$ cat src/rtl/pipeline_hazard_ctrl.sv
// ----------------------------------------------------------------------------
// pipeline_hazard_ctrl
// Central stall/flush controller for a 5-stage (IF/ID/EX/MEM/WB) pipeline.
//   - RAW hazard detection between ID sources and EX/MEM destinations
//     (combinational, produces freeze_front / bubble_id).
//   - Multi-cycle memory sequencing: freezes the whole pipe for
//     MEM_LATENCY-1 cycles, then gives one release cycle.
//   - Taken-branch flush, deferred across memory freezes.
// Output priority: freeze_all > flush > hazard.
//
// Optional build macro: FORWARDING_EN
//   defined   : only load-use hazards stall (EX/MEM forwarding exists).
//   undefined : full RAW stall against EX and MEM destinations.
//
// Ports:
//   clk, rst                 clock, asynchronous active-low reset
//   id_valid, id_src1/2,     ID stage instruction and its source registers
//   id_two_src
//   ex_dest, ex_wb_en,       EX stage destination, writeback, load flag
//   ex_mem_r_en
//   mem_dest, mem_wb_en      MEM stage destination and writeback
//   mem_access               MEM stage holds a load/store (level)
//   branch_taken             one-cycle pulse, branch resolved taken in EX
//   freeze_front             hold PC and IF stage register
//   bubble_id                ID stage register loads a NOP
//   flush                    clear IF/ID registers, PC takes branch target
//   freeze_all               hold every stage register and the PC
//   ctrl_state               current FSM state (debug)
// ----------------------------------------------------------------------------
module pipeline_hazard_ctrl #(
  parameter int unsigned REG_ADDR_W  = 4,
  parameter int unsigned MEM_LATENCY = 6,
  parameter int unsigned CNT_W       = 8
) (
  input  logic                  clk,
  input  logic                  rst,
  input  logic                  id_valid,
  input  logic [REG_ADDR_W-1:0] id_src1,
  input  logic [REG_ADDR_W-1:0] id_src2,
  input  logic                  id_two_src,
  input  logic [REG_ADDR_W-1:0] ex_dest,
  input  logic                  ex_wb_en,
  input  logic                  ex_mem_r_en,
  input  logic [REG_ADDR_W-1:0] mem_dest,
  input  logic                  mem_wb_en,
  input  logic                  mem_access,
  input  logic                  branch_taken,
  output logic                  freeze_front,
  output logic                  bubble_id,
  output logic                  flush,
  output logic                  freeze_all,
  output logic [1:0]            ctrl_state
);

  typedef enum logic [1:0] {
    RUN      = 2'd0,
    MEM_WAIT = 2'd1
  } state_e;

  // A one-cycle access never needs to freeze, so the FSM stays in RUN.
  localparam logic             LONG_ACCESS = (MEM_LATENCY > 32'd1);
  localparam logic [CNT_W-1:0] CNT_LOAD    =
    CNT_W'(LONG_ACCESS ? (MEM_LATENCY - 32'd2) : 32'd0);

  state_e           r_state;
  logic [CNT_W-1:0] r_cnt;
  logic             r_branch_pend;

  logic w_freeze_raw;
  logic w_hz_raw;
  logic w_hz;

  // Freeze request from the memory sequencer; the first frozen cycle is the
  // RUN cycle in which the access shows up.
  always_comb begin
    w_freeze_raw = 1'b0;
    case (r_state)
      RUN:      w_freeze_raw = LONG_ACCESS & mem_access;
      MEM_WAIT: w_freeze_raw = (r_cnt != '0);
      default:  w_freeze_raw = 1'b0;
    endcase
  end

  // RAW hazard between ID sources and in-flight destinations.
`ifdef FORWARDING_EN
  assign w_hz_raw = id_valid & ex_mem_r_en & ex_wb_en &
                    ((ex_dest == id_src1) | (id_two_src & (ex_dest == id_src2)));

  logic w_unused_mem;
  assign w_unused_mem = &{1'b0, mem_dest, mem_wb_en};
`else
  assign w_hz_raw = id_valid & (
                      (ex_wb_en  & (ex_dest  == id_src1)) |
                      (mem_wb_en & (mem_dest == id_src1)) |
                      (id_two_src & ((ex_wb_en  & (ex_dest  == id_src2)) |
                                     (mem_wb_en & (mem_dest == id_src2)))));

  logic w_unused_load;
  assign w_unused_load = &{1'b0, ex_mem_r_en};
`endif

  // Every output is held low while reset is asserted, whatever the inputs.
  assign freeze_all   = rst & w_freeze_raw;
  assign flush        = rst & (branch_taken | r_branch_pend) & ~freeze_all;
  assign w_hz         = rst & w_hz_raw;
  assign freeze_front = freeze_all | (w_hz & ~flush);
  assign bubble_id    = w_hz & ~flush & ~freeze_all;
  assign ctrl_state   = r_state;

  // Memory-wait FSM, wait counter and deferred-branch flag.
  always_ff @(posedge clk or negedge rst) begin
    if (!rst) begin
      r_state       <= RUN;
      r_cnt         <= '0;
      r_branch_pend <= 1'b0;
    end else begin
      case (r_state)
        RUN: begin
          if (LONG_ACCESS && mem_access) begin
            r_state <= MEM_WAIT;
            r_cnt   <= CNT_LOAD;
          end
        end
        MEM_WAIT: begin
          // mem_access is ignored here: it is the same instruction.
          if (r_cnt != '0) begin
            r_cnt <= r_cnt - CNT_W'(1);
          end else begin
            r_state <= RUN;
          end
        end
        default: begin
          r_state <= RUN;
          r_cnt   <= '0;
        end
      endcase

      // A branch seen while frozen is remembered; extra branches while
      // pending collapse into the single flush.
      if (flush) begin
        r_branch_pend <= 1'b0;
      end else if (branch_taken && freeze_all) begin
        r_branch_pend <= 1'b1;
      end
    end
  end

endmodule

$ cat config.mk
export PLATFORM = sky130hd
export DESIGN_NAME = pipeline_hazard_ctrl
export DESIGN_NICKNAME = d
export VERILOG_FILES = /design/src/rtl/pipeline_hazard_ctrl.sv
export SDC_FILE = /design/constraint.sdc
export NUM_CORES = 1
export LEC_CHECK = 0
export ABC_AREA = 1
export CAP_MARGIN = 10
export CORE_MARGIN = 1.5
export CORE_UTILIZATION = 25
export DETAILED_ROUTE_END_ITERATION = 10
export GPL_TIMING_DRIVEN = 0
export PLACE_DENSITY = 0.56
export SYNTH_ARGS = -nofsm -noshare
export SYNTH_HDL_FRONTEND = slang
export SYNTH_SLANG_ARGS = --single-unit
$ cat constraint.sdc
create_clock -name clk -period 2.15 [get_ports clk]
set_clock_uncertainty 0.15 [all_clocks]
set_input_delay 0.43 -clock clk [delete_from_list [all_inputs] [get_ports clk]]
set_output_delay 0.43 -clock clk [all_outputs]
set_load 0.03 [all_outputs]
==> flow_summary.json, run 1 <==
{
  "run_status": "complete, but fails checks",
  "failed_checks": "negative setup slack",
  "ir_drop_v": 0.000181,
  "power_frac_clock": 0.366,
  "setup_violations": 4,
  "cpPeakStageDelay_ns": 0.38,
  "insertion_delay_ns": 0.27,
  "path_cells": "inv_2, ha_4, nand3_4, o21ai_4, buf_6, nand3_4, nand2_2, inv_2, nand2_2, nand2_2, buf_6",
  "antenna_found_initial": 0,
  "min_period_ns": 2.27,
  "fill_cells": 378,
  "final_cell_mix": "32 x nand2_1, 20 x inv_1, 18 x nor2_1",
  "fin_tns_setup_ns": -0.356,
  "nNetsFinal": 215,
  "power_frac_comb": 0.233,
  "p_switching_mw": 0.125,
  "dp_hpwl_mm": 1.59,
  "drc": 0,
  "syn_inst": 140,
  "drtPass1Iterations": 4,
  "cp_top_family": "flip-flops",
  "wl_per_cell_um": 9.82,
  "cap_violations": 0,
  "syn-mean-instance-area_um2": 6.23,
  "cp_num_buf_inv": 4,
  "cts_buffers": 3,
  "final-hold-violation-count": 0,
  "cp_common_cell": "nand2_2",
  "grt_pass1_vias": 817,
  "dieWidth_um": 62.1,
  "ys_types": 22,
  "gr-total-overflow": 0,
  "synth_fp_nets": 167,
  "ys_seq_area_frac": 0.287,
  "synth_edf_count": 0,
  "routed_wl_mm": 2.29,
  "critical_path_class": "reg2out",
  "fin_util": 0.425,
  "netlist_area_um2": 872,
  "grt_max_degree": 10,
  "synth_top_area_cell": "dfrtp_1",
  "gp_congestion": 0.802,
  "drtAntennaViolNets": 0,
  "clock_tree.root_cell": "clkbuf_4",
  "switching_share": 0.265,
  "cp-end-kind": "output pin",
  "port_buffers": 28,
  "grt_pass1_wl_mm": 3.54,
  "critPathLaunchType": "register",
  "layout-drive-gt1-share": 0.267,
  "fin_cells": 233,
  "path_max_fanout": 3,
  "clock_sinks": 10,
  "fin_crit_sh": 1.05,
  "grt_usage": 0.123,
  "grt_setup_unrepaired": "true",
  "dieArea_um2": 3850,
  "viasPerCell": 4.24,
  "synthArstFlopShare": 1.00,
  "vias": 989,
  "cp_data_arrival_time_ns": 1.69,
  "cts_tree": "built",
  "final_common_cell": "nand2_1",
  "p_int_mw": 0.345,
  "power.density_nw_per_um2": 331,
  "yosys.area.top_type_share": 0.287,
  "finalMaxSlewViolations": 0,
  "worstHoldPathType": "reg2reg",
  "synth-seq-cells": 10,
  "crit_required_ns": 1.57,
  "die_height_um": 62.1,
  "drt_iter0_drc": 16,
  "antenna_cells": 0,
  "crit_slowest_cell": "dfrtp_1",
  "start_util": 0.261,
  "ys_warn_count": 0,
  "place_inst": 214,
  "seq_power_share": 0.400,
  "synth_flop_cell": "dfrtp_1",
  "row_count": 21,
  "p_leak_nw": 0.728,
  "fmax_mhz": 441,
  "syn_to_final_growth_pct": 62.6,
  "cts.clk_slew.worst_paths_ns": 0.07,
  "place_worst_setup_slack_ns": -0.918,
  "setup_slack_ns": -0.115,
  "synth_area_leaders": "dfrtp_1 29%, nand2_1 15%, inv_1 12%",
  "hold_slack_ns": 0.336,
  "htreeDepth": 1,
  "ios": 31,
  "clockBufferDepth": 2,
  "coreArea_um2": 3340
}
-- synth_stat cells, types with 2 or more instances --
cell,instances
ha_1,2
nand2_1,34
nand3_1,10
nand2_2,5
o21ai_0,8
o22ai_1,3
xor2_1,3
nor3_1,2
inv_1,29
xnor2_1,4
dfrtp_1,10
nor2_1,20
-- per-layer routing --
metal,vias up,global-route usage,routed length (µm)
li1,518,-,-
met1,446,0.166,1000
met2,25,0.204,1160
met3,0,0.0311,127
met4,0,0.0182,0
met5,-,0,0
-- worst reg2reg max path: stages, from the launching register on --
cell and delay (ns):
dfrtp_1 0.35, inv_2 0.06, buf_4 0.13, buf_4 0.12, buf_4 0.12, buf_4 0.12
buf_4 0.12, buf_4 0.12, buf_4 0.14, ha_2 0.19, inv_2 0.06, nor2_1 0.05
xor2_1 0.13, o22ai_1 0.08
-- registers in the layout, summed over array words and instances (netlist names) --
signal and cells:
r_cnt 8, ctrl_state 1, r_branch_pend 1
-- power by group through the flow --
stage	sequential, mW	combinational [mW]	clock [mW]
final	0.188	0.110	0.172
after global routing	0.188	0.123	0.186
after CTS	0.188	0.110	0.177
after detailed placement	0.192	0.114	0
after global placement	0.192	0.114	0
after floorplan	0.192	0.0490	0
-- layout make-up --
| class | instances | area [µm²] | area share |
|---|---|---|---|
| multi-input combinational | 99 | 564 | 0.398 |
| timing repair buffer | 43 | 382 | 0.269 |
| sequential | 10 | 250 | 0.177 |
| inverter | 29 | 109 | 0.0768 |
| tap | 46 | 57.6 | 0.0406 |
| clock buffer | 4 | 36.3 | 0.0256 |
| buffer | 2 | 18.8 | 0.0132 |
-- cells by family (layout without fill, tap and decap cells) --
family / Yosys count / after routing / synth area share
adders and majority gates: 2 / 2 / 0.0287
AOI/OAI and AO/OA: 15 / 15 / 0.100
xor gates and xnor gates: 7 / 7 / 0.0703
DFF: 10 / 10 / 0.287
and+or+nand+nor: 74 / 74 / 0.363
other: 1 / 1 / 0.00430
buffers and inverters: 31 / 78 / 0.146
-- stage by stage --
stage          area [µm²]  power, mW
2_1_floorplan         872      0.241
3_3_place_gp         1210      0.305
3_5_place_dp         1210      0.306
4_1_cts              1360      0.475
5_1_grt              1420      0.496
6_report             1420      0.470
-- path summary, 6_finish.rpt --
check	startpoint	to	slack, ns	depth (start not counted)
max	r_cnt[0]	freeze_front	-0.12	11
min	r_branch_pend	r_branch_pend	0.34	2
max reg2reg	r_cnt[0]	r_cnt[6]	0.12	13
min reg2reg	r_branch_pend	r_branch_pend	0.34	2
max in group asynchronous	rst	r_cnt[1]	0.98	2
min in group asynchronous	rst	r_cnt[5]	0.59	2
-- timing repair --
item                       in CTS  in global routing
hold buffers                    2                  0
pin swaps                       9                  7
setup endpoints to repair       4                  8
buffers inserted               10                  3
gates resized for setup        56                 16
hold endpoints to repair        6                  0
Note: power is estimated with default switching activity, not from simulation.
==> run 2, diff against run 1 <==
--- a/config.mk
+++ b/config.mk
@@ -6,7 +6,6 @@
 export NUM_CORES = 1
 export LEC_CHECK = 0
 export ABC_AREA = 1
-export CAP_MARGIN = 10
 export CORE_MARGIN = 1.5
 export CORE_UTILIZATION = 25
 export DETAILED_ROUTE_END_ITERATION = 10
==> results of run 2 <==
Final layout, timing and power as in run 1 (identical DEF).
==> RTL change (config.mk and constraints of run 1) <==
Build with the macro `FORWARDING_EN` defined.
--- a/src/rtl/pipeline_hazard_ctrl.sv
+++ b/src/rtl/pipeline_hazard_ctrl.sv
@@ -29,2 +29,4 @@
 // ----------------------------------------------------------------------------
+`define FORWARDING_EN
+
 module pipeline_hazard_ctrl #(
Behaviour: not the same (a bounded check fails within 4 cycles, from zero or initial values and one cycle with rst low).
==> RTL change against run 1 <==
Wire length is 10% lower; setup slack better by 0.13 ns; sequential share of layout area is 2.2 points higher; via count shrank 15%; register-to-register slack better by 0.35 ns; sequential cell count is the same; critical path type unchanged; final area is 9.7% lower; cell count fell by 13%; area after synthesis fell by 4.6%; die area decreased by 4.4%.
Power is not compared: it rests on default switching activity, and its combinational part moved more than twofold at a synthesized area within 25%.
==> RTL change: results (changes against run 1) <==
Placement
  • Port bufs: 24 (-14%)
  • RD Place Congestion: 0.7884 (-1.7%)
  • HPWL after DPL: 1.502 mm (-5.4%)
  • Worst slack at placement: -0.9149 ns (+0.003232 ns)
  • Placement Cell Area: 1127 µm² (-6.8%)

Finish
  • N_diodes: 0 (unchanged)
  • Reg with most FFs: r_cnt
  • Filler instances: 338 (-11%)
  • Final std cells w/o fill: 202 (-13%)
  • Final nets: 187 (-13%)
  • Share of cells above drive strength 1: 29.11% (+2.4 points)

Global route
  • Vias in the first global route: 814 (-0.37%)
  • Largest net degree at the start of global routing: 11 (+1)
  • Initial antenna violation count: 0 (unchanged)
  • First-pass GRT wire length: 3.643 mm (+2.9%)
  • Global-route usage over all layers: 13.12% (+0.78 points)

Critical path
  • CP Max Fanout: 4 (+1)
  • Setup crit end: freeze_all
  • Arrival time at the worst endpoint: 1.56 ns (-0.13 ns)
  • Reg-to-reg endpoint: r_cnt[2]
  • Worst path max stage delay: 0.39 ns
  • FF-to-FF Start: r_cnt[1]
  • CP Launch Type: register
  • Max stage delay cell, worst path: dfrtp_1
  • Reg2Reg Setup Slack: 0.47 ns (+0.35 ns)
  • WP depth: 8 (-3)
  • R2R cell count: 9 (-4)

Route
  • Avg WL per Cell: 10.14 µm (+3.3%)
  • Initial DRC count: 48 (+32)
  • Number of iterations in the first detailed-routing pass: 4 (unchanged)
  • Via density: 4.158 (-2.0%)

Clocking
  • Root buffer cell: clkbuf_4
  • Post-CTS setup buffer count: 8 (-2)
  • PostCTS Resize Cnt: 43 (-23%)
  • Clk pin slew, worst setup/hold paths: 0.07 ns (about the same)
  • CTS Hold Bufs: 1 (-1)
  • H-tree Lvls: 1 (unchanged)

Synth
  • Adder-Cell Fraction of Synth Area: 3.008% (+0.14 points)
  • Post-synthesis compound-gate area fraction: 9.774% (-0.27 points)
  • Synth area leaders: dfrtp_1 30%, nand2_1 15%, inv_1 9.9%
  • Syn Nets: 145 (-13%)
  • Count of different cell masters after synthesis: 26 (+18%)
  • Seq/Total Area, Yosys: 30.08% (+1.4 points)
  • Mapped Cells: 118 (-16%)
  • Top cells by count, synth: 33 x nand2_1, 22 x inv_1, 10 x dfrtp_1
  • Synthesis Warnings: 0 (unchanged)
  • Xor/xnor share of the synthesized area: 4.211% (-2.8 points)

Power and ir drop
  • Maximum VDD drop: 0.2169 mV

Status
  • Outcome: finished clean

STA
  • Fin crit share: 99.47% (-5.9 points)
  • WHS: 0.4177 ns (+0.08121 ns)
-- RTL change: final cells by class --
class | instances | area, µm² | area share (%)
well taps | 44 | 55.05 | 4.301
repair buffers | 37 | 334.1 | 26.10
plain buffers | 1 | 7.507 | 0.5865
clock buffers | 3 | 22.52 | 1.760
flip-flops and latches | 10 | 254.0 | 19.84
multi-input cells | 83 | 516.7 | 40.37
inverters | 24 | 90.09 | 7.038
-- RTL change: worst min path at each step --
stage,start,to,cells past startpoint
finish,r_branch_pend,r_branch_pend,4
CTS,r_branch_pend,r_branch_pend,4
floorplan,rst,ctrl_state[0],0
global placement,r_branch_pend,r_branch_pend,4
global route,r_branch_pend,r_branch_pend,4
detailed placement,r_branch_pend,r_branch_pend,4
-- RTL change: layer usage --
layer	track usage (%)	routed length [µm]
met1	18.25	917
met2	21.66	1105
met3	1.279	27
met4	3.727	0
met5	0	0
-- RTL change: power by group --
group	internal [mW]	leakage (nW)	switching, mW
logic	0.348	0.545	0.397
registers	0.248	0.121	0.0620
clock network	0.0644	0.0138	0.0625
